[config.mk]
export PLATFORM = sky130hd
export DESIGN_NAME = ifetch_unit
export DESIGN_NICKNAME = d
export VERILOG_FILES = /design/src/rtl/ifetch_pkg.sv /design/src/rtl/ifetch_next_pc.sv /design/src/rtl/ifetch_unit.sv
export SDC_FILE = /design/constraint.sdc
export NUM_CORES = 1
export LEC_CHECK = 0
export ABC_AREA = 1
export CORE_ASPECT_RATIO = 1.1
export CORE_MARGIN = 5
export CORE_UTILIZATION = 31
export CTS_BUF_LIST = sky130_fd_sc_hd__clkbuf_4
export DETAILED_ROUTE_END_ITERATION = 8
export PLACE_DENSITY_LB_ADDON = 0.15
export SYNTH_ARGS = -nofsm -noshare
export SYNTH_HDL_FRONTEND = slang
export SYNTH_SLANG_ARGS = --single-unit
[constraint.sdc]
create_clock -name clk -period 7.9 [get_ports clk]
set_clock_uncertainty 0.05 [all_clocks]
set_input_delay 0.79 -clock clk [delete_from_list [all_inputs] [get_ports clk]]
set_output_delay 0.79 -clock clk [all_outputs]
set_load 0.02 [all_outputs]
[src/rtl/ifetch_pkg.sv]
// Shared types and constants for the instruction-fetch unit.
// Feature macro used by the fetch files: IFETCH_EARLY_JUMP_EN.
package ifetch_pkg;

    typedef logic [31:0] word_t;

    localparam logic [5:0] OPC_J            = 6'd2;
    localparam word_t      NOP_INSTR        = 32'h0000_0000;
    localparam word_t      RESET_PC_DEFAULT = 32'h0000_0000;

    typedef enum logic [1:0] {
        PC_SEQ,
        PC_HOLD,
        PC_REDIR,
        PC_JUMP
    } pc_sel_e;

    function automatic word_t word_align(input word_t addr);
        return {addr[31:2], 2'b00};
    endfunction

endpackage

[src/rtl/ifetch_next_pc.sv]
// Combinational next-PC selection: redirect > stall > early jump > PC+4.
// Early jump decoding exists only when IFETCH_EARLY_JUMP_EN is defined.
module ifetch_next_pc
    import ifetch_pkg::*;
(
    input  logic [31:0] pc_i,
    input  logic        stall_i,
    input  logic        redirect_i,
    input  logic [31:0] redirect_pc_i,
    input  logic [31:0] imem_data_i,
    output logic [31:0] next_pc_o,
    output logic [31:0] pc_plus4_o,
    output logic        misalign_o
);

    pc_sel_e sel;
    word_t   pc_plus4;
    word_t   jump_tgt;
    logic    jump_hit;

    assign pc_plus4 = pc_i + 32'd4;

`ifdef IFETCH_EARLY_JUMP_EN
    assign jump_hit = (imem_data_i[31:26] == OPC_J);
    assign jump_tgt = {pc_plus4[31:28], imem_data_i[25:0], 2'b00};
`else
    logic unused_imem_data;
    assign unused_imem_data = ^imem_data_i;
    assign jump_hit = 1'b0;
    assign jump_tgt = pc_plus4;
`endif

    always_comb begin
        sel = PC_SEQ;
        if (redirect_i) begin
            sel = PC_REDIR;
        end else if (stall_i) begin
            sel = PC_HOLD;
        end else if (jump_hit) begin
            sel = PC_JUMP;
        end
    end

    always_comb begin
        next_pc_o = pc_plus4;
        case (sel)
            PC_REDIR: next_pc_o = word_align(redirect_pc_i);
            PC_HOLD:  next_pc_o = pc_i;
            PC_JUMP:  next_pc_o = jump_tgt;
            default:  next_pc_o = pc_plus4;
        endcase
    end

    assign pc_plus4_o = pc_plus4;
    assign misalign_o = redirect_i && (redirect_pc_i[1:0] != 2'b00);

endmodule

[src/rtl/ifetch_unit.sv]
// Instruction-fetch initiator: PC register, IMEM address drive and IF/ID register.
// Optional early jump on sequential fetch via IFETCH_EARLY_JUMP_EN.
module ifetch_unit
    import ifetch_pkg::*;
#(
    parameter logic [31:0] RESET_PC = RESET_PC_DEFAULT
) (
    input  logic        clk,
    input  logic        reset,
    input  logic        stall,
    input  logic        redirect,
    input  logic [31:0] redirect_pc,
    output logic [31:0] imem_addr,
    input  logic [31:0] imem_data,
    output logic [31:0] ifid_instr,
    output logic [31:0] ifid_pc4,
    output logic        ifid_valid,
    output logic        misalign_err
);

    word_t pc_q, pc_d;
    word_t instr_q, instr_d;
    word_t pc4_q, pc4_d;
    logic  valid_q, valid_d;
    logic  mis_q, mis_d;
    word_t pc_plus4;

    ifetch_next_pc u_next_pc (
        .pc_i          (pc_q),
        .stall_i       (stall),
        .redirect_i    (redirect),
        .redirect_pc_i (redirect_pc),
        .imem_data_i   (imem_data),
        .next_pc_o     (pc_d),
        .pc_plus4_o    (pc_plus4),
        .misalign_o    (mis_d)
    );

    always_comb begin
        instr_d = instr_q;
        pc4_d   = pc4_q;
        valid_d = valid_q;
        if (redirect) begin
            instr_d = NOP_INSTR;
            pc4_d   = '0;
            valid_d = 1'b0;
        end else if (!stall) begin
            instr_d = imem_data;
            pc4_d   = pc_plus4;
            valid_d = 1'b1;
        end
    end

    always_ff @(posedge clk or posedge reset) begin
        if (reset) begin
            pc_q    <= RESET_PC;
            instr_q <= NOP_INSTR;
            pc4_q   <= '0;
            valid_q <= 1'b0;
            mis_q   <= 1'b0;
        end else begin
            pc_q    <= pc_d;
            instr_q <= instr_d;
            pc4_q   <= pc4_d;
            valid_q <= valid_d;
            mis_q   <= mis_d;
        end
    end

    assign imem_addr    = pc_q;
    assign ifid_instr   = instr_q;
    assign ifid_pc4     = pc4_q;
    assign ifid_valid   = valid_q;
    assign misalign_err = mis_q;

endmodule

==> summary.md <==
| Metric | Value |
|---|---|
| Worst Path Arrival | `3.23 ns` |
| Core ar. | `roughly 0.014 mm²` |
| CTS resizes | `0` |
| Syn_area_per_cell | `8.45 µm²` |
| Final #Nets | `752` |
| Ys flop type | `dfrtp_1` |
| Hold buffers post-CTS | `0` |
| P_leak | `about 2.9 nW` |
| Final Cell Area | `0.00638 mm²` |
| Warnings, synthesis | `0` |
| Crit Path Max Fanout | `48` |
| Die Wd | `roughly 120 µm` |
| Final worst path period share | `36.4%` |
| I/O pins | `166` |
| Netlist Area Pre-Place | `0.00445 mm²` |
| Clock root buffer master | `clkbuf_4` |
| FF+latch count, synth | `95` |
| DRC errors left | `0` |
| Total Power | `around 1.1 mW` |
| VDD IR-drop max | `0.0709 mV` |
| Post-synth EDFFs | `0` |
| Die height | `between 100 and 150 µm` |
| Startpoint types | `primary input` |
| Max-cap violation count | `0` |
| Worst Hold Class | `register to register` |
| DP Area | `0.00625 mm²` |
| Distinct cell type count after synthesis | `26` |
| Vias in the first global route | `4292` |
| Initial Utilization | `31.1%` |
| DR pass1 iterations | `4` |
| Routed Antenna Nets | `0` |
| Layout cells sized above 1 | `5.96%` |
| Max Root-Sink Buffers | `2` |
| Post-synthesis sequential area ratio | `between 50% and 60%` |
| Gate Count Post-Synth | `between 500 and 600` |
| PwrDens | `around 170 mW/mm²` |
| Max-slew headroom | `just over 50%` |
| Hold Path Origin | `ifid_pc4[3]$_DFFE_PP0N_` |
| Max Slew Vio Count | `0` |
| Fillers | `1477` |
| Worst slew pin tran | `0.733 ns` |
| CTS sink cnt | `95` |
| Initial antenna violation count | `1` |
| Commonest cells after routing, fill and taps aside | `193 x nand2_1, 163 x clkdlybuf4s50_1, 95 x dfrtp_1` |
| Critical path type | `primary input to register` |
| Setup bufs post-CTS | `0` |
| PnR worst setup slack | `approximately 5.0 ns` |
| Worst skew pair latency | `~0.47 ns` |
| Flop-to-flop setup slack | `6.19 ns` |
| Total CTS buffers | `9` |
| TritonCTS clock tree | `built` |
| Final Hold Fails | `0` |
| CTS H-Tree Depth | `3` |
| Commonest non-fill, non-tap cell in the layout | `nand2_1` |
| Pre-CTS setup slack | `4.53 ns` |
| I/O Buffers | `163` |
| Final Util | `around 45%` |
| Post-synth ARST share | `100%` |
| Vias/cell | `4.59` |
| Iter 0 DRT Violations | `215` |
| Layout area overhead | `43.5%` |
| Reg-to-reg startpoint | `imem_addr[2]$_DFFE_PP0P_` |
| Fmax achieved | `348 MHz` |
| Worst Setup SP | `redirect` |
| Largest net degree at the start of global routing | `51` |
| Cell Rows | `46` |
| GRT overflow | `0` |
| Clock-pin slew on the worst setup and hold paths | `0.14 ns` |
| Setup TNS | `0 ns` |
| Setup violations, final | `0` |
| First-pass GRT wire length | `about 22000 µm` |
| Hpwl dp | `9840 µm` |
| Outcome | `completed` |
| Critical Path End Type | `register` |
| RSZ-0062 raised after global routing | `no` |
| DIE AREA | `0.0168 mm²` |
| Wirelength per Cell | `15.0 µm` |
| Min cycle time layout | `2.87 ns` |
| Routed WL | `13200 µm` |
| Routed via count | `slightly above 4000` |
| Tot GR Track Use | `16.6%` |
| CP Data Required Time | `8.26 ns` |
| Placer Congestion | `0.846` |
-- Yosys cell counts (all sizes together) (3+ instances only) --
cell type	number	area [µm²]
buf	17	91.3
inv	43	161
o21ai	17	85.1
clkbuf	5	18.8
nor2	46	248
nand3	54	280
o21bai	7	52.6
a22o	32	280
dfrtp	95	2380
o211ai	3	22.5
nand2	197	759
-- routing by layer --
metal | up-vias | wire length [µm] | track usage, %
met5 | - | 0 | 0
met4 | 0 | 225 | 5.17
met3 | 14 | 1190 | 6.64
met2 | 131 | 6160 | 26.0
met1 | 1890 | 5660 | 21.1
li1 | 2005 | - | -
-- power breakdown --
part / switching [mW] / internal [mW] / total (mW)
clock: 0.161 / 0.0962 / 0.257
sequential: 0.0382 / 0.522 / 0.560
combinational: 0.133 / 0.122 / 0.254
-- area by class of cell --
| type | count | area, µm² | area share [%] |
|---|---|---|---|
| timing repair buffer | 167 | 1660 | 26.1 |
| inverter | 43 | 164 | 2.57 |
| clock buffer | 10 | 75.1 | 1.18 |
| multi-input combinational | 367 | 1810 | 28.3 |
| sequential | 95 | 2380 | 37.3 |
| antenna | 1 | 2.50 | 0.0392 |
| clock inverter | 6 | 51.3 | 0.804 |
| tap | 192 | 240 | 3.77 |
-- cells by family after synthesis --
logic type	share of synthesized area [%]
AOI/OAI and AO/OA	10.3
xor gates and xnor gates	0.394
adders and majority gates	0.281
buffers and inverters	6.11
DFF	53.5
other	0.0844
and+or+nand+nor	29.4
-- path summary, 6_finish.rpt --
kind | to | cells past startpoint
worst min-delay path | ifid_pc4[3]$_DFFE_PP0N_ | 2
worst max register to register | ifid_pc4[20]$_DFFE_PP0N_ | 8
worst max-delay path | imem_addr[20]$_DFFE_PP0P_ | 8
worst min register to register | ifid_pc4[3]$_DFFE_PP0N_ | 2
max in group asynchronous | ifid_pc4[18]$_DFFE_PP0N_ | 3
min in group asynchronous | ifid_instr[25]$_DFFE_PP0N_ | 2
-- sequential cells by signal (all words and copies together), names as in the netlist --
name and flops:
ifid_pc4 31, ifid_instr 32, imem_addr 30, misalign_err 1
ifid_valid 1
-- per-stage QoR --
stage | hold slack [ns] | instances
after floorplan | 0.532 | 527
after global placement | 0.418 | 864
after detailed placement | 0.408 | 864
after CTS | 0.442 | 880
after global routing | 0.472 | 881
final | 0.441 | 881
-- worst max-delay path, cell delays in order --
cell and delay (ns):
clkdlybuf4s50_1 0.42, buf_4 0.27, nor2_4 0.57, buf_4 0.56, inv_2 0.26, o21ai_0 0.20
inv_1 0.06, nand2_1 0.06
Note: power is estimated with default switching activity, not from simulation.
